[src/rtl/fifo_pkg.sv]
// Shared types and helpers for the FIFO read-side arbiter.
// Holds the arbiter state enum and the requester id width helper.
package fifo_pkg;

    typedef enum logic {
        RD_IDLE  = 1'b0,
        RD_GRANT = 1'b1
    } rd_arb_state_t;

    // Width of a requester index; never below 1 bit.
    function automatic int id_w(input int n);
        return (n > 1) ? $clog2(n) : 1;
    endfunction

    localparam int NUM_REQ_DEF = 4;
    localparam int ID_W_DEF    = id_w(NUM_REQ_DEF);

endpackage

[src/rtl/fifo_read_arbiter_rr_pick.sv]
// Combinational round-robin picker: first set req at or after rr_ptr.
// Ports: req, rr_ptr in; one-hot pick and its index pick_id out.
module rr_pick
    import fifo_pkg::*;
#(
    parameter int NUM_REQ = 4,
    parameter int ID_W    = id_w(NUM_REQ)
) (
    input  logic [NUM_REQ-1:0] req,
    input  logic [ID_W-1:0]    rr_ptr,
    output logic [NUM_REQ-1:0] pick,
    output logic [ID_W-1:0]    pick_id
);

    logic            found;
    logic [ID_W-1:0] idx;

    always_comb begin
        pick    = '0;
        pick_id = '0;
        found   = 1'b0;
        idx     = '0;
        for (int i = 0; i < NUM_REQ; i++) begin
            idx = ID_W'((int'(rr_ptr) + i) % NUM_REQ);
            if (!found && req[idx]) begin
                found     = 1'b1;
                pick[idx] = 1'b1;
                pick_id   = idx;
            end
        end
    end

endmodule

[src/rtl/fifo_read_arbiter.sv]
// Shares one async-FIFO read port among NUM_REQ consumers, round-robin,
// in bursts of up to BURST pops; a grant is also released on owner drop
// or after STALL_MAX empty cycles. Ports: rclk/rrst (async, active low),
// req, rempty, rdata in; rinc, gnt, busy, out_valid/out_data/out_id out.
module fifo_read_arbiter
    import fifo_pkg::*;
#(
    parameter int NUM_REQ    = 4,
    parameter int DATA_WIDTH = 8,
    parameter int BURST      = 4,
    parameter int STALL_MAX  = 8
) (
    input  logic                       rclk,
    input  logic                       rrst,
    input  logic [NUM_REQ-1:0]         req,
    input  logic                       rempty,
    input  logic [DATA_WIDTH-1:0]      rdata,
    output logic                       rinc,
    output logic [NUM_REQ-1:0]         gnt,
    output logic                       busy,
    output logic                       out_valid,
    output logic [DATA_WIDTH-1:0]      out_data,
    output logic [$clog2(NUM_REQ)-1:0] out_id
);

    localparam int ID_W  = id_w(NUM_REQ);
    localparam int CNT_W = $clog2(BURST + 1);
    localparam int ST_W  = $clog2(STALL_MAX + 1);

    rd_arb_state_t         state_q, state_d;
    logic [ID_W-1:0]       owner_q, owner_d;
    logic [ID_W-1:0]       rr_ptr_q, rr_ptr_d;
    logic [NUM_REQ-1:0]    gnt_q, gnt_d;
    logic [CNT_W-1:0]      cnt_q, cnt_d;
    logic [ST_W-1:0]       stall_q, stall_d;
    logic                  out_valid_q, out_valid_d;
    logic [DATA_WIDTH-1:0] out_data_q, out_data_d;
    logic [ID_W-1:0]       out_id_q, out_id_d;

    logic [NUM_REQ-1:0]    pick;
    logic [ID_W-1:0]       pick_id;
    logic                  granted;
    logic                  owner_req;
    logic                  pop;
    logic                  drop;
    logic                  last_pop;
    logic                  timeout;
    logic [ID_W-1:0]       rr_next;

    rr_pick #(
        .NUM_REQ (NUM_REQ),
        .ID_W    (ID_W)
    ) u_rr_pick (
        .req     (req),
        .rr_ptr  (rr_ptr_q),
        .pick    (pick),
        .pick_id (pick_id)
    );

    assign granted   = (state_q == RD_GRANT);
    assign owner_req = req[owner_q];
    // Only a granted, still-requesting owner with data may pop.
    assign pop       = granted & owner_req & ~rempty;
    assign drop      = granted & ~owner_req;
    assign last_pop  = pop & (cnt_q == CNT_W'(BURST - 1));
    assign timeout   = granted & owner_req & rempty
                     & (stall_q == ST_W'(STALL_MAX - 1));
    assign rr_next   = (owner_q == ID_W'(NUM_REQ - 1))
                     ? '0 : owner_q + 1'b1;

    always_comb begin
        state_d     = state_q;
        owner_d     = owner_q;
        rr_ptr_d    = rr_ptr_q;
        gnt_d       = gnt_q;
        cnt_d       = cnt_q;
        stall_d     = stall_q;
        out_valid_d = pop;
        out_data_d  = pop ? rdata : out_data_q;
        out_id_d    = pop ? owner_q : out_id_q;
        unique case (state_q)
            RD_IDLE: begin
                if (|req && !rempty) begin
                    state_d = RD_GRANT;
                    owner_d = pick_id;
                    gnt_d   = pick;
                    cnt_d   = '0;
                    stall_d = '0;
                end
            end
            RD_GRANT: begin
                if (pop) begin
                    if (cnt_q != CNT_W'(BURST))
                        cnt_d = cnt_q + 1'b1;
                    stall_d = '0;
                end else if (rempty) begin
                    if (stall_q != ST_W'(STALL_MAX))
                        stall_d = stall_q + 1'b1;
                end
                if (drop || last_pop || timeout) begin
                    state_d  = RD_IDLE;
                    gnt_d    = '0;
                    rr_ptr_d = rr_next;
                end
            end
            default: state_d = RD_IDLE;
        endcase
    end

    always_ff @(posedge rclk or negedge rrst) begin
        if (!rrst) begin
            state_q     <= RD_IDLE;
            owner_q     <= '0;
            rr_ptr_q    <= '0;
            gnt_q       <= '0;
            cnt_q       <= '0;
            stall_q     <= '0;
            out_valid_q <= 1'b0;
            out_data_q  <= '0;
            out_id_q    <= '0;
        end else begin
            state_q     <= state_d;
            owner_q     <= owner_d;
            rr_ptr_q    <= rr_ptr_d;
            gnt_q       <= gnt_d;
            cnt_q       <= cnt_d;
            stall_q     <= stall_d;
            out_valid_q <= out_valid_d;
            out_data_q  <= out_data_d;
            out_id_q    <= out_id_d;
        end
    end

    assign rinc      = pop;
    assign gnt       = gnt_q;
    assign busy      = granted;
    assign out_valid = out_valid_q;
    assign out_data  = out_data_q;
    assign out_id    = out_id_q;

endmodule

[config.mk]
export PLATFORM = sky130hd
export DESIGN_NAME = fifo_read_arbiter
export DESIGN_NICKNAME = d
export VERILOG_FILES = /design/src/rtl/fifo_pkg.sv /design/src/rtl/fifo_read_arbiter_rr_pick.sv /design/src/rtl/fifo_read_arbiter.sv
export SDC_FILE = /design/constraint.sdc
export NUM_CORES = 1
export LEC_CHECK = 0
export CORE_MARGIN = 2
export CORE_UTILIZATION = 40
export CTS_CLUSTER_DIAMETER = 100
export CTS_CLUSTER_SIZE = 24
export DETAILED_ROUTE_END_ITERATION = 8
export DONT_BUFFER_PORTS = 1
export PLACE_DENSITY = 0.65
export SLEW_MARGIN = 10
export SYNTH_ARGS = -nofsm -noshare
export SYNTH_HDL_FRONTEND = slang
export SYNTH_SLANG_ARGS = --single-unit
[constraint.sdc]
create_clock -name rclk -period 4.6 [get_ports rclk]
set_clock_uncertainty 0.2 [all_clocks]
set_input_delay 0.69 -clock rclk [delete_from_list [all_inputs] [get_ports rclk]]
set_output_delay 0.69 -clock rclk [all_outputs]
set_load 0.01 [all_outputs]
==> reports/metrics.yaml <==
setup_path:
  rr_endpoint: "gnt[0]"
  arrival_ps: 3160
  slowest_stage: "dfrtp_1"
  required_ps: 4630
  reg2reg_depth: 6
  worstReg2RegStart: "rr_ptr_q[0]"
  r2r_slack_ps: 1470
  cp-start-kind: "flip-flop"
  critPathKind: "reg -> reg"
  worst_path_largest_cell_delay_ps: 720
  crit_fanout: 16
  cp-end-kind: "flip-flop"
  path_cells: "inv_1 -> ha_1 -> mux4_2 -> or3b_2 -> a221oi_1 -> a221o_1"
floorplanning:
  row_count: 23
  ios: 32
  die_w_um: 69.4
  die_h_um: 69.4
  dieArea_um2: 4820
  start_util: 0.422
  coreArea_um2: 4060
finish:
  fin_nets: 193
  synthToLayoutAreaGrowth_pct: 5.56
  fin_cells: 213
  final_area_um2: 1810
  n_antenna_cell: 0
  final_layout_size_suffix_gt1_frac: 0.0982
  final.fill_count: 365
synth:
  synthDominantCellAreaShare: 0.395
  synth-seq-area-share: 0.395
  synth_top_area_cell: "dfrtp_1"
  avgSynthCellArea_um2: 10.4
  synthArstFlopShare: 1.00
  synth.distinct_cells: 43
  synth_most_common_cell: "dfrtp_1"
  synth_cells: 165
  synth_edf_count: 0
  yosysWarnings: 0
  ys_top_cells_by_area: "dfrtp_1 (39%), ha_1 (10%), mux2_1 (7.2%)"
  synth-seq-cells: 27
  netlist_area_um2: 1710
  synth_common_cells: "dfrtp_1 (27), inv_1 (15), ha_1 (14)"
  ys.flop_type: "dfrtp_1"
  syn_nets: 194
place:
  placed_cells: 208
  placed_area_um2: 1740
  io_buffers: 0
  dp_slack_ps: 1500
  place_congestion: 0.915
  dp_hpwl_um: 2760
cts:
  cts_sinks: 27
  clk_latency_ps: 280
  post_cts_resized: 0
  h-tree-depth: 1
  cts_tree: "done"
  cts_hold_buf: 1
  root_buffer: "clkbuf_8"
  cts_setup_buffers: 0
  max-clock-path-buffers: 2
  cts_buffers: 3
  path_clk_slew_ps: 100
outcome:
  status: "finished clean"
power_and_ir_drop:
  p_per_area_nw_per_um2: 628
  p_leak_nw: 0.761
  peakVddDrop_uv: 332
routing:
  drc: 0
  routed_wl_um: 3700
  avgViaCountPerCell: 5.86
  firstDrtPassIters: 4
  first_iter_violations: 35
  num_vias: 1249
  wl_per_cell_um: 17.4
  ant_nets: 0
sta:
  fin_setup_tns_ps: 0
  hold_slack_ps: 14.0
  maxSlewViolCount: 0
  rsz0062_at_grt: "no"
  finalCriticalPeriod_ps: 3130
  worst_pin_slew_ps: 721
  setup_viol: 0
  fin_crit_sh: 0.681
  hold_viol: 0
  max_freq_mhz: 319
  maxSlewHeadroom: 0.515
  setup_slack_ps: 1470
global_routing:
  grt_first_pass_wirelength_um: 6290
  grt_pass1_vias: 1267
  grt_use_met2: 0.274
  grt_max_degree: 28
  antenna_found_initial: 0
  top_usage_layer: "met2"
  grt_util_all_layers: 0.163
  grt-ovfl-total: 0
  met1_usage: 0.206
  use_met3: 0.0262
min_path:
  hold_class: "in -> async"
flow_run:
  maxCapViolations: 0
## power by group
part           switching (mW)  total (mW)  internal (mW)
combinational           0.270       0.498          0.229
clock                  0.0788       0.140         0.0617
sequential              0.154       0.495          0.341
total                   0.502        1.13          0.631
## cells by family (layout without fill, tap and decap cells)
kind of cell / count (synthesis) / after routing / synth area share
and+or+nand+nor: 47 / 47 / 0.150
AOI/OAI and AO/OA: 37 / 37 / 0.161
DFF: 27 / 27 / 0.395
buffers and inverters: 23 / 21 / 0.0563
muxes: 16 / 16 / 0.131
adders and majority gates: 14 / 14 / 0.102
xor gates and xnor gates: 1 / 1 / 0.00512
## layout make-up
| class | instances | area, um2 | share of cell area |
|---|---|---|---|
| clock buffers | 3 | 41.3 | 0.0229 |
| clock inverters | 1 | 7.51 | 0.00416 |
| inverters | 16 | 60.1 | 0.0332 |
| multi-input cells | 115 | 940 | 0.520 |
| flip-flops and latches | 27 | 676 | 0.374 |
| well taps | 50 | 62.6 | 0.0346 |
| repair buffers | 1 | 20.0 | 0.0111 |
## stage by stage
stage	util	total power [mW]
after floorplan	-	0.873
after global placement	0.428	0.958
final	0.445	1.13
after CTS	0.445	1.14
after detailed placement	0.428	0.995
after global routing	0.445	1.23
## metal layers
| layer | up-vias | share of wire | wire length, um |
|---|---|---|---|
| li1 | 600 | - | - |
| met1 | 612 | 0.44 | 1630 |
| met2 | 32 | 0.50 | 1860 |
| met3 | 5 | 0.037 | 138 |
| met4 | 0 | 0.020 | 74 |
| met5 | - | 0 | 0 |
## critical path: cells and delay by family, from the launching register on
| kind | cells | cell delay [ps] |
|---|---|---|
| AOI/OAI and AO/OA | 2 | 440 |
| adders and majority gates | 1 | 390 |
| buffers and inverters | 1 | 230 |
| DFF | 1 | 720 |
| muxes | 1 | 620 |
| and+or+nand+nor | 1 | 470 |
## worst max-delay path by stage
stage,from,slack [ps],end
after floorplan,rr_ptr_q[0],1680,gnt[0]
after global placement,rr_ptr_q[0],1660,gnt[2]
after detailed placement,rr_ptr_q[0],1500,gnt[0]
after CTS,rr_ptr_q[0],1510,gnt[0]
after global routing,rr_ptr_q[0],1290,gnt[2]
final,rr_ptr_q[0],1470,gnt[0]
## state kept, by name, summed over array words and instances, names as in the netlist, 2 cells and up
signal,count
rr_ptr_q,2
cnt_q,3
out_id,2
gnt,4
stall_q,4
owner_q,2
out_data,8
## layout by cell type, fill, tap and decap left out, drive strengths merged, types with 2 or more instances in the layout
cell,Yosys,layout
dfrtp,27,27
inv,16,16
ha,14,14
nor2,11,11
mux2,11,11
nand2,9,9
o21ai,8,8
nand3,6,6
nand2b,5,5
a221oi,5,5
mux4,4,4
or3b,4,4
a21oi,4,4
a221o,4,4
o22ai,3,3
clkbuf,4,3
a31oi,2,2
nor2b,2,2
nand4,2,2
a32o,2,2
(Power assumes the default switching activity.)
